--- config.mk ---
export PLATFORM = sky130hd
export DESIGN_NAME = i3c_phy_io_stage
export DESIGN_NICKNAME = d
export VERILOG_FILES = /design/src/rtl/i3c_phy_io_stage.sv
export SDC_FILE = /design/constraint.sdc
export NUM_CORES = 1
export LEC_CHECK = 0
export BUFFER_PORTS_ARGS = -buffer_cell sky130_fd_sc_hd__buf_2
export CAP_MARGIN = 20
export CORE_MARGIN = 2
export CORE_UTILIZATION = 57
export CTS_CLUSTER_DIAMETER = 150
export CTS_CLUSTER_SIZE = 16
export DETAILED_ROUTE_END_ITERATION = 12
export PLACE_DENSITY = 0.8
export SETUP_SLACK_MARGIN = 0.5
export SYNTH_ARGS = -nofsm -noshare
export SYNTH_HDL_FRONTEND = slang
export SYNTH_SLANG_ARGS = --single-unit
--- constraint.sdc ---
create_clock -name clk_i -period 2.6 [get_ports clk_i]
set_clock_uncertainty 0.1 [all_clocks]
set_input_delay 0.52 -clock clk_i [delete_from_list [all_inputs] [get_ports clk_i]]
set_output_delay 0.52 -clock clk_i [all_outputs]
set_load 0.01 [all_outputs]
--- src/rtl/i3c_phy_io_stage.sv ---
// Pad I/O stage for an I3C/I2C controller: per-line open-drain/push-pull drive, synchroniser,
// glitch filter, edge pulses and sticky bus-interference detection. Internal loopback: I3C_PHY_LOOPBACK_EN.
module i3c_phy_io_stage #(
   parameter int NumLines    = 2,
   parameter int SyncStages  = 2,
   parameter int FilterWidth = 4,
   parameter int SettleWidth = 8
) (
   input  logic                   clk_i,
   input  logic                   rst_i,
   input  logic [NumLines-1:0]    line_i,
`ifdef I3C_PHY_LOOPBACK_EN
   input  logic                   loopback_i,
`endif
   input  logic [NumLines-1:0]    ctrl_drive_i,
   input  logic [NumLines-1:0]    ctrl_val_i,
   input  logic [NumLines-1:0]    ctrl_pp_i,
   input  logic [FilterWidth-1:0] filter_cnt_i,
   input  logic [SettleWidth-1:0] settle_cnt_i,
   input  logic [NumLines-1:0]    interference_clr_i,
   output logic [NumLines-1:0]    line_o,
   output logic [NumLines-1:0]    line_en_o,
   output logic [NumLines-1:0]    line_filt_o,
   output logic [NumLines-1:0]    line_rise_o,
   output logic [NumLines-1:0]    line_fall_o,
   output logic [NumLines-1:0]    interference_o
);

   localparam logic [NumLines-1:0] AllOnes = {NumLines{1'b1}};

   logic [NumLines-1:0]    sync_r [SyncStages];
   logic [FilterWidth-1:0] filt_cnt_r [NumLines];
   logic [SettleWidth-1:0] settle_r [NumLines];
   logic [NumLines-1:0]    sync_in_s;
   logic [NumLines-1:0]    samp_s;
   logic [NumLines-1:0]    out_nxt_s;
   logic [NumLines-1:0]    en_nxt_s;
   logic [NumLines-1:0]    line_o_r;
   logic [NumLines-1:0]    line_en_r;
   logic [NumLines-1:0]    filt_r;
   logic [NumLines-1:0]    rise_r;
   logic [NumLines-1:0]    fall_r;
   logic [NumLines-1:0]    intf_r;

   // Loopback resolves the driven value against the pull-up: released lines read high.
`ifdef I3C_PHY_LOOPBACK_EN
   assign sync_in_s = loopback_i ? (~line_en_r | line_o_r) : line_i;
`else
   assign sync_in_s = line_i;
`endif
   assign samp_s = sync_r[SyncStages-1];

   // Next pad drive per line from the requested mode.
   always_comb begin
      out_nxt_s = AllOnes;
      en_nxt_s  = {NumLines{1'b0}};
      for (int i = 0; i < NumLines; i++) begin
         case ({ctrl_drive_i[i], ctrl_pp_i[i]})
            2'b11: begin
               out_nxt_s[i] = ctrl_val_i[i];
               en_nxt_s[i]  = 1'b1;
            end
            2'b10: begin
               out_nxt_s[i] = ctrl_val_i[i];
               en_nxt_s[i]  = ~ctrl_val_i[i];
            end
            default: begin
               out_nxt_s[i] = 1'b1;
               en_nxt_s[i]  = 1'b0;
            end
         endcase
      end
   end

   // Registered pad outputs.
   always_ff @(posedge clk_i) begin
      if (rst_i) begin
         line_o_r  <= AllOnes;
         line_en_r <= {NumLines{1'b0}};
      end else begin
         line_o_r  <= out_nxt_s;
         line_en_r <= en_nxt_s;
      end
   end

   // Synchroniser chain, idle-high.
   always_ff @(posedge clk_i) begin
      if (rst_i) begin
         for (int k = 0; k < SyncStages; k++) sync_r[k] <= AllOnes;
      end else begin
         sync_r[0] <= sync_in_s;
         for (int k = 1; k < SyncStages; k++) sync_r[k] <= sync_r[k-1];
      end
   end

   // Glitch filter with edge pulses issued on the same edge as the filtered update.
   always_ff @(posedge clk_i) begin
      if (rst_i) begin
         filt_r <= AllOnes;
         rise_r <= {NumLines{1'b0}};
         fall_r <= {NumLines{1'b0}};
         for (int i = 0; i < NumLines; i++) filt_cnt_r[i] <= {FilterWidth{1'b0}};
      end else begin
         for (int i = 0; i < NumLines; i++) begin
            rise_r[i] <= 1'b0;
            fall_r[i] <= 1'b0;
            if (samp_s[i] == filt_r[i]) begin
               filt_cnt_r[i] <= {FilterWidth{1'b0}};
            end else if (filt_cnt_r[i] >= filter_cnt_i) begin
               filt_r[i]     <= samp_s[i];
               rise_r[i]     <= samp_s[i];
               fall_r[i]     <= ~samp_s[i];
               filt_cnt_r[i] <= {FilterWidth{1'b0}};
            end else begin
               filt_cnt_r[i] <= filt_cnt_r[i] + FilterWidth'(1);
            end
         end
      end
   end

   // Settle timing since the last drive change, then sticky mismatch flag (set beats clear).
   always_ff @(posedge clk_i) begin
      if (rst_i) begin
         intf_r <= {NumLines{1'b0}};
         for (int i = 0; i < NumLines; i++) settle_r[i] <= {SettleWidth{1'b0}};
      end else begin
         for (int i = 0; i < NumLines; i++) begin
            if (!en_nxt_s[i] || (out_nxt_s[i] != line_o_r[i]) || (en_nxt_s[i] != line_en_r[i])) begin
               settle_r[i] <= {SettleWidth{1'b0}};
            end else if (settle_r[i] < settle_cnt_i) begin
               settle_r[i] <= settle_r[i] + SettleWidth'(1);
            end else begin
               settle_r[i] <= settle_cnt_i;
            end
            if (line_en_r[i] && (settle_r[i] == settle_cnt_i) && (filt_r[i] != line_o_r[i])) begin
               intf_r[i] <= 1'b1;
            end else if (interference_clr_i[i]) begin
               intf_r[i] <= 1'b0;
            end else begin
               intf_r[i] <= intf_r[i];
            end
         end
      end
   end

   assign line_o         = line_o_r;
   assign line_en_o      = line_en_r;
   assign line_filt_o    = filt_r;
   assign line_rise_o    = rise_r;
   assign line_fall_o    = fall_r;
   assign interference_o = intf_r;

endmodule
; ---- Word-level counts from Yosys, hierarchy flattened
; Memory sizes are Yosys's and may differ from the RTL's.
; Index checks and enable logic that the tools add are counted.
; Widths: inputs -> output; s select.
[totals]
register_bits = 12
input_bits = 24
mem_bits_rw = 28
memories = 3
out_inout_bits = 12
elab_cells = 144
[classes]
eq_ne = 14
n_bitwise = 22
magnitude_cmp = 4
n_mux = 69
reduce_logical = 18
n_addsub = 4
[mem_list]
columns = memory, words, word_bits, read_ports, rd_clocked_by_memory_dff, wr, line_no
row1 = settle_r, 2, 8, 2, 0, 2, 33  ; logic [SettleWidth-1:0] settle_r [NumLines];
row2 = filt_cnt_r, 2, 4, 2, 0, 2, 32  ; logic [FilterWidth-1:0] filt_cnt_r [NumLines];
row3 = sync_r, 2, 2, 2, 0, 2, 31  ; logic [NumLines-1:0] sync_r [SyncStages];
[op_table]
columns = operator, n
row1 = $mux 1, 53
row2 = $mux 8, 6
row3 = $mux 4, 6
row4 = $add 8x1->8 const B, 2
row5 = $eq 8x8->1, 2
row6 = $lt 8x8->1, 2
row7 = $or 1x1->1, 14
row8 = $add 4x1->4 const B, 2
row9 = $eq 2x2->1 const B, 4
row10 = $ge 4x4->1, 2
row11 = $not 1->1, 8
row12 = $ne 1x1->1, 6
row13 = $reduce_or 3->1, 2
row14 = $logic_and 1x1->1, 4
row15 = $logic_or 1x1->1, 4
row16 = $mux 2, 2
row17 = $pmux 1 s2, 2
row18 = $reduce_and 2->1, 2
row19 = $reduce_bool 2->1, 2
row20 = $reduce_or 2->1, 2
row21 = $eq 1x1->1, 2
row22 = $logic_not 1->1, 2

; ---- Depth between registers and ports, before layout
; Gate-level depths: netlist of the first run.
[depth]
ltp_word = 12
mapped_depth = 7

; ---- Least setup slack after synthesis of the first run
; OpenSTA, ideal clock, no wires.
[synth_path]
kind = input port to flip-flop
from = input settle_cnt_i[5]
to = memory settle_r[0][0] (data pin)
t_required_ns = 2.241
arrival_time_ns = 1.568
cell_stages = 7
path_slack_ns = 0.673
cell_sequence = inv_1 -> ha_1 -> a21oi_1 -> nor2_1 -> a211oi_2 -> a21oi_2 -> o2bb2ai_1
[synth_rtl]
columns = element, line_no
row1 = from (decl), 19  ; input logic [SettleWidth-1:0] settle_cnt_i,
row2 = to (decl), 33

==> run_results.csv, run 1 <==
group,metric,value,unit
routing,num_vias,1806,
setup_path,path_class,"flop to flop",
final_layout,multi_input_area,1430,µm²
pwr,vdd_drop_max,405,µV
final_layout,post-route-util,71.3,%
setup_path,crit_path_max_fanout,7,
sta,slew_violations,0,
synthesis,syn_avg_cell_area,10.4,µm²
synthesis,synth_edf_count,24,
hold_path,min_path_type,"primary input to flop",
run_status,status,"completed",
synthesis,ys_async_sr_fraction,0,%
global_routing,grt.overflow.total,0,
cts,cts_buffers,5,
placed_design,portBuffers,35,
global_routing,grt_max_degree,17,
routing,wl_per_cell,12.9,µm
routing,detail-route-antenna-nets,0,
die,row_count,23,
sta,post-route-min-period,1.96,ns
final_layout,nets,352,
placed_design,placed_cells,342,
cts,cts_tree,"built",
die,die_h,69.7,µm
synthesis,synth_area,2460,µm²
cts,clk_pin_slew_worst_paths,0.07,ns
die,core,4090,µm²
synthesis,syn-instance-count,237,
final_layout,layout_common_cells,"buf_2 (35), ha_1 (28), edfxtp_1 (24), conb_1 (24), inv_1 (21)",
cts,htreeDepth,2,
sta,finalSetupViolCount,0,
pwr,static-leakage-power,0.00132,µW
cts,hold_buffers,0,
routing,via_per_inst,5.15,
final_layout,diodes,0,
final_layout,area_growth,18.3,%
final_layout,layout_commonest_cell,"buf_2",
pwr,p_per_area,498,nW/µm²
placed_design,dpl_cell_area,2770,µm²
final_layout,fin_area,2910,µm²
synthesis,synth_ff_type,"edfxtp_1",
cts,clock_sinks,40,
sta,min_period_over_period,75.2,%
job,drv_cap,0,
final_layout,drive_gt1_share,20.6,%
global_routing,grtUsageTotal,20.1,%
sta,finalSetupTns,0,ns
setup_path,critPathCaptureType,"flop",
die,ios,36,
setup_path,cp.arrival,1.99,ns
die,die_x,69.7,µm
global_routing,antenna_found_initial,0,
sta,rsz0062_at_grt,"false",
sta,hold_viol_final,0,
setup_path,critPathLaunchType,"flop",
synthesis,yosysWarnings,0,
cts,clockRootBuffer,"clkbuf_8",
setup_path,crit_required,2.63,ns
global_routing,grt_pass1_wl,7850,µm
cts,clk_latency,0.29,ns
final_layout,seq_area,1040,µm²
die,dieArea,4860,µm²
final_layout,num-fill-cells,300,
sta,finalWorstSetupSlack,0.644,ns
synthesis,ys_seq_area_share,42.3,%
placed_design,dpl.hpwl,3520,µm
routing,routed_wl,4520,µm
synthesis,ys_ff_latch,40,
sta,fmax,511,MHz
synthesis,ys_types,41,
die,initial_core_util,60.3,%
global_routing,first_global_vias,1804,
placed_design,dp_slack,0.376,ns
cts,clock_path_buffers,2,
routing,drt-pass1-iter-count,4,
sta,tightestPinTransition,0.498,ns
placed_design,gp_congestion,0.841,
routing,drc_errors,0,
final_layout,finalNonFillerCells,351,
routing,drtIter0Drc,117,
sta,relSlewSlack,66.5,%
[repair_timing]
item	CTS	global route
buffers inserted	0	1
resized for setup	0	2
endpoints found under the setup margin	0	1
[metrics by stage]
step,hold slack (ns),power (µW)
floorplan,0.289,874
global placement,0.293,928
detailed placement,0.299,936
CTS,0.301,1450
global route,0.299,1520
finish,0.306,1450
[sequential cells by signal (all words and copies together), names as in the netlist]
signal          cells
interference_o      2
filt_cnt_r          8
line_o              2
sync_r              4
line_rise_o         2
line_filt_o         2
line_fall_o         2
settle_r           16
line_en_o           2
[final timing paths]
check,cells past startpoint,slack [ns],start,to
hold / removal,2,0.31,line_i[1],sync_r[0][1]$_SDFF_PP1_
setup / recovery,6,0.64,settle_r[1][1]$_SDFFCE_PN0P_,settle_r[1][2]$_SDFFCE_PN0P_
setup reg to reg,6,0.64,settle_r[1][1]$_SDFFCE_PN0P_,settle_r[1][2]$_SDFFCE_PN0P_
hold reg to reg,1,0.32,sync_r[0][1]$_SDFF_PP1_,sync_r[0][3]$_SDFF_PP1_
[layout make-up]
class,count,area share [%]
Inverter,21,2.71
Clock buffer,8,4.21
Sequential cell,40,35.7
Tap cell,50,2.15
Timing Repair Buffer,36,6.27
Multi-Input combinational cell,196,48.9
[routing by layer]
| metal | global-route usage (%) | up-vias | part of all wire, % | routed length (µm) |
|---|---|---|---|---|
| li1 | - | 940 | - | - |
| met1 | 26.5 | 824 | 48 | 2180 |
| met2 | 32.2 | 36 | 46 | 2090 |
| met3 | 4.65 | 6 | 4.1 | 186 |
| met4 | 7.91 | 0 | 1.5 | 70 |
| met5 | 0 | - | 0 | 0 |
[report_power, final]
group | internal, µW | switching, µW
logic | 93.5 | 106
registers | 699 | 29.1
clock network | 306 | 218
total | 1100 | 353
[cells in the mapped netlist (2+ instances only)]
cell	count	area, µm²
a21oi_1	8	40.0
nand2b_1	4	25.0
or2_2	4	25.0
o2bb2ai_1	8	70.1
o21ai_2	2	17.5
nand4_1	5	31.3
nor2b_1	4	25.0
nand3_1	11	55.1
xnor2_1	10	87.6
or3_4	2	22.5
nand2b_4	2	27.5
xor2_1	10	87.6
and3_1	4	25.0
nor2_1	15	56.3
a211o_1	2	17.5
mux2i_1	7	70.1
a21oi_2	4	35.0
nor3b_1	5	37.5
ha_1	28	350
o21ai_0	4	20.0
nand2_1	20	75.1
inv_1	21	78.8
edfxtp_1	24	721
dfxtp_1	16	320
[critical path, stage by stage (launching register included)]
cell and delay, ns:
edfxtp_1 0.46, ha_1 0.32, nor2b_1 0.14, o211ai_2 0.15
a21oi_2 0.10, nor2_4 0.27, mux2i_1 0.25
[kinds of logic after synthesis]
kind of cell / count (synthesis) / share of synthesized area (%)
AND/OR/NAND/NOR: 82 / 18.7
flip-flops: 40 / 42.3
AO/OA/AOI/OAI: 35 / 10.7
adder cells (fa/ha/maj): 28 / 14.2
buffers and inverters: 24 / 4.01
XOR/XNOR: 20 / 7.11
multiplexers: 7 / 2.84
other: 1 / 0.152
Power figures use the tool's default switching activity.
==> run 2: changes to the inputs <==
Clock period 2.6 ns to 1.85 ns, I/O delays scaled along.
==> run_results.csv, run 2 (synthesized netlist as in run 1, its figures left out) <==
group,metric,value,unit
die,initial_core_util,60.3,%
die,die_x,69.7,µm
final_layout,layout_commonest_cell,"buf_4",
cts,htreeDepth,2,
routing,routed_wl,7440,µm
routing,drtIter0Drc,162,
routing,drt-pass1-iter-count,4,
die,core,4090,µm²
die,row_count,23,
global_routing,grt.overflow.total,0,
global_routing,antenna_found_initial,0,
final_layout,layout_common_cells,"buf_4 (44), buf_2 (35), edfxtp_1 (24), conb_1 (24), ha_1 (22)",
setup_path,worstPathCellList,"ha_4 > nor2b_4 > o211ai_1 > a21o_1 > a21oi_2 > buf_4 > o2bb2ai_2",
routing,num_vias,2274,
hold_path,min_path_type,"primary input to flop",
global_routing,grt_max_degree,16,
die,dieArea,4860,µm²
setup_path,cp.arrival,2.04,ns
setup_path,critPathCaptureType,"flop",
placed_design,portBuffers,35,
die,die_h,69.7,µm
job,drv_cap,0,
global_routing,grt_pass1_wl,10600,µm
cts,cts_buffers,5,
placed_design,dpl_cell_area,3040,µm²
sta,slew_violations,0,
sta,finalSetupTns,-2.46,ns
sta,post-route-min-period,2.08,ns
cts,clk_latency,0.31,ns
sta,min_period_over_period,112,%
setup_path,reg2reg_slack,-0.23,ns
setup_path,crit_path_max_fanout,3,
routing,detail-route-antenna-nets,0,
sta,fmax,481,MHz
placed_design,dpl.hpwl,3960,µm
run_status,status,"finished, violations left",
final_layout,area_growth,45.2,%
final_layout,largest_reg_flops,16,
final_layout,top_regs,"settle_r: 16 flops, filt_cnt_r: 8 flops, sync_r: 4 flops",
run_status,failed_checks,"negative setup slack",
pwr,power.total,2230,µW
final_layout,num-fill-cells,189,
pwr,static-leakage-power,0.00164,µW
setup_path,critPathLaunchType,"flop",
routing,drc_errors,0,
final_layout,diodes,0,
global_routing,grtUsageTotal,28.0,%
die,ios,36,
final_layout,fin_area,3580,µm²
cts,clk_pin_slew_worst_paths,0.08,ns
setup_path,path_class,"flop to flop",
pwr,vdd_drop_max,538,µV
sta,finalWorstSetupSlack,-0.227,ns
setup_path,critPathMaxStageDelay,0.47,ns
cts,clock_path_buffers,2,
final_layout,nets,405,
routing,wl_per_cell,18.4,µm
sta,finalSetupViolCount,20,
cts,cts_tree,"built",
sta,hold_viol_final,0,
final_layout,top_register,"settle_r",
cts,hold_buffers,0,
cts,clock_sinks,40,
final_layout,finalNonFillerCells,404,
setup_path,cp_slowest_cell,"edfxtp_1",
routing,via_per_inst,5.63,
placed_design,placed_cells,377,
global_routing,first_global_vias,2301,
setup_path,crit_required,1.81,ns
placed_design,gp_congestion,0.829,
final_layout,drive_gt1_share,44.1,%
cts,clockRootBuffer,"clkbuf_8",
sta,rsz0062_at_grt,"true",
pwr,p_per_area,623,nW/µm²
run 2: cell count changes in the layout (fill, tap and decap cells not counted), sizes merged:
cell | previous run | this run
clkbuf | 8 | 7
clkinv | 0 | 1
buf | 36 | 89
run 2: routing by layer:
layer	wire (µm)	GRT usage, %	up-vias	share of wire (%)
met4	276	10.5	0	3.7
met2	3680	50.4	109	49
li1	-	-	1048	-
met1	2950	32.0	1089	40
met3	526	6.98	28	7.1
met5	0	0	-	0
run 2: through the flow:
step	utilization (%)	setup slack [ns]	hold WS (ns)
after floorplan	-	0.0918	0.289
after global placement	74.3	-0.125	0.292
after CTS	83.0	-0.00708	0.140
after detailed placement	74.3	-0.218	0.298
final	87.5	-0.227	0.140
after global routing	87.5	-0.262	0.142
run 2: final timing paths:
| kind | startpoint | to | cells past startpoint |
|---|---|---|---|
| hold reg to reg | sync_r[0][1]$_SDFF_PP1_ | sync_r[0][3]$_SDFF_PP1_ | 1 |
| hold / removal | line_i[1] | sync_r[0][1]$_SDFF_PP1_ | 2 |
| setup reg to reg | settle_r[0][1]$_SDFFCE_PN0P_ | settle_r[0][0]$_SDFFCE_PN0P_ | 7 |
| setup / recovery | settle_r[0][1]$_SDFFCE_PN0P_ | settle_r[0][0]$_SDFFCE_PN0P_ | 7 |
run 2: critical path: cells and delay by family, from the launching register on:
family,cells,cell delay [ns]
buf+inv,1,0.17
simple gates,1,0.13
fa+ha+maj,1,0.26
compound gates,4,0.71
flops,1,0.47
run 2: repair_timing:
action                                  in CTS  in global routing
gates cloned                                 0                  0
pin swaps                                   18                 20
setup buffers                               12                  7
resized for setup                           30                 24
endpoints found under the setup margin      34                 35
run 2: cell type report:
type                            instances  area (µm²)  share of cell area (%)
Inverter                               21        78.8                    2.20
Sequential cell                        40        1050                    29.3
Clock inverter                          1        8.76                   0.245
Timing Repair Buffer                   89         627                    17.5
Multi-Input combinational cell        196        1640                    45.9
Tap cell                               50        62.6                    1.75
Clock buffer                            7         108                    3.01
run 2: report_power, final:
group          switching [µW]  total [µW]  internal (µW)
Sequential               38.1        1020            983
Clock                     327         714            387
Combinational             244         492            248
==> run 3: changes to the inputs <==
Settings changed: CORE_UTILIZATION 57 to 61, PLACE_DENSITY 0.8 to 0.84.
Clock period 1.85 ns to 2.5 ns, I/O delays scaled along.
==> run_results.csv, run 3 (synthesized netlist as in run 1, its figures left out) <==
group,metric,value,unit
cts,cts_buffers,5,
die,row_count,23,
die,die_h,67.6,µm
routing,via_per_inst,5.31,
routing,wl_per_cell,14.8,µm
final_layout,finalNonFillerCells,359,
cts,clock_path_buffers,2,
final_layout,top_regs,"settle_r: 16 flops, filt_cnt_r: 8 flops, sync_r: 4 flops",
sta,slew_violations,0,
run_status,status,"completed",
sta,finalSetupTns,0,ns
final_layout,multi_input_area,1450,µm²
job,drv_cap,0,
die,core,3940,µm²
setup_path,worstPathCellList,"ha_1 > nor2b_1 > o211ai_2 > a21oi_2 > nor2_4 > buf_4 > mux2i_1",
sta,rsz0062_at_grt,"true",
cts,clock_sinks,40,
routing,routed_wl,5320,µm
sta,min_period_over_period,81.1,%
global_routing,first_global_vias,1720,
sta,fmax,493,MHz
setup_path,worst-path-buf-inv,1,
hold_path,holdPathStages,2,
setup_path,rr_endpoint,"settle_r[1][5]$_SDFFCE_PN0P_",
placed_design,gp_congestion,0.809,
global_routing,grt_pass1_wl,7680,µm
setup_path,cp_slowest_cell,"edfxtp_1",
final_layout,drive_gt1_share,23.9,%
sta,hold_viol_final,0,
final_layout,largest_reg_flops,16,
cts,clk_latency,0.30,ns
setup_path,cp-startpoint,"settle_r[1][1]$_SDFFCE_PN0P_",
global_routing,grt_max_degree,16,
final_layout,top_register,"settle_r",
placed_design,dpl.hpwl,3580,µm
setup_path,critPathLaunchType,"flop",
routing,num_vias,1905,
setup_path,critPathCaptureType,"flop",
setup_path,critPathMaxStageDelay,0.43,ns
cts,hold_buffers,0,
hold_path,hold_end,"sync_r[0][1]$_SDFF_PP1_",
pwr,static-leakage-power,0.00136,µW
setup_path,r2r_start,"settle_r[1][1]$_SDFFCE_PN0P_",
die,initial_core_util,62.5,%
routing,drt-pass1-iter-count,4,
setup_path,crit_required,2.47,ns
setup_path,cp.arrival,1.99,ns
cts,htreeDepth,2,
hold_path,holdCritStartpoint,"line_i[1]",
routing,drc_errors,0,
placed_design,portBuffers,35,
final_layout,area_growth,22.0,%
final_layout,seq_area,1040,µm²
sta,finalSetupViolCount,0,
placed_design,placed_cells,344,
final_layout,layout_common_cells,"buf_2 (35), ha_1 (27), edfxtp_1 (24), conb_1 (24), inv_1 (21)",
die,die_x,67.6,µm
cts,clockRootBuffer,"clkbuf_8",
routing,drtIter0Drc,175,
global_routing,antenna_found_initial,0,
final_layout,layout_commonest_cell,"buf_2",
routing,detail-route-antenna-nets,0,
global_routing,grt.overflow.total,0,
setup_path,reg2reg_depth,7,
hold_path,min_path_type,"primary input to flop",
setup_path,reg2reg_slack,0.47,ns
setup_path,crit_family,"flip-flops",
pwr,p_per_area,516,nW/µm²
setup_path,crit_path_max_fanout,3,
die,dieArea,4560,µm²
global_routing,grtUsageTotal,22.9,%
cts,cts_tree,"built",
die,ios,36,
final_layout,nets,360,
final_layout,num-fill-cells,229,
setup_path,path_class,"flop to flop",
final_layout,diodes,0,
pwr,vdd_drop_max,427,µV
sta,post-route-min-period,2.03,ns
cts,clk_pin_slew_worst_paths,0.09,ns
-- run 3: cell types whose count changed in the layout (fill, tap and decap cells not counted), sizes merged --
cell	previous run	this run
buf	89	44
bufinv	0	1
clkbuf	7	5
clkinv	1	0
inv	21	23
-- run 3: worst max-delay path by stage --
stage / endpoint / slack [ns] / depth (start not counted)
2_1_floorplan: settle_r[0][0]$_SDFFCE_PN0P_ / 0.59 / 7
3_3_place_gp: settle_r[0][7]$_SDFFCE_PN0P_ / 0.30 / 8
3_5_place_dp: settle_r[0][5]$_SDFFCE_PN0P_ / 0.29 / 8
4_1_cts: settle_r[0][5]$_SDFFCE_PN0P_ / 0.52 / 6
5_1_grt: settle_r[0][6]$_SDFFCE_PN0P_ / 0.43 / 6
6_report: settle_r[1][5]$_SDFFCE_PN0P_ / 0.47 / 7
-- run 3: area by class of cell --
type                    instances  share of cell area, %
clock buffers                   5                   2.29
clock inverters                 3                   1.50
well taps                      50                   2.08
flip-flops and latches         40                   34.6
inverters                      21                   2.62
multi-input cells             196                   48.4
repair buffers                 44                   8.49
-- run 3: what timing repair did --
action	4_1_cts	5_1_grt
setup buffers	0	7
setup endpoints to repair	8	16
pin swaps	1	3
gates resized for setup	0	6
gates cloned	0	0
-- run 3: through the flow --
stage	hold slack (ns)	setup slack [ns]	power, µW	cell area [µm²]	utilization, %
after floorplan	0.289	0.593	908	2550	-
after global placement	0.291	0.304	969	2780	70.6
after detailed placement	0.298	0.286	978	2780	70.6
after CTS	0.287	0.520	1520	2900	73.5
after global routing	0.279	0.430	1600	3010	76.2
final	0.280	0.472	1550	3010	76.2
-- run 3: layer usage --
metal  global-route usage [%]  share of wire [%]  up-vias
li1                         -                  -      955
met1                     29.1                 42      887
met2                     38.2                 51       56
met3                     5.00                5.7        7
met4                     7.65                1.3        0
met5                        0                  0        -
-- run 3: power breakdown --
part | internal, µW | switching, µW
clock | 302 | 250
combinational | 114 | 128
sequential | 727 | 29.6
total | 1140 | 407
-- run 3: worst reg2reg max path, delay by kind of cell, from the launching register on --
family | cells | cell delay, ns
AOI/OAI and AO/OA | 2 | 0.35
adders and majority gates | 1 | 0.34
buffers and inverters | 1 | 0.16
DFF | 1 | 0.43
muxes | 1 | 0.11
and+or+nand+nor | 2 | 0.28
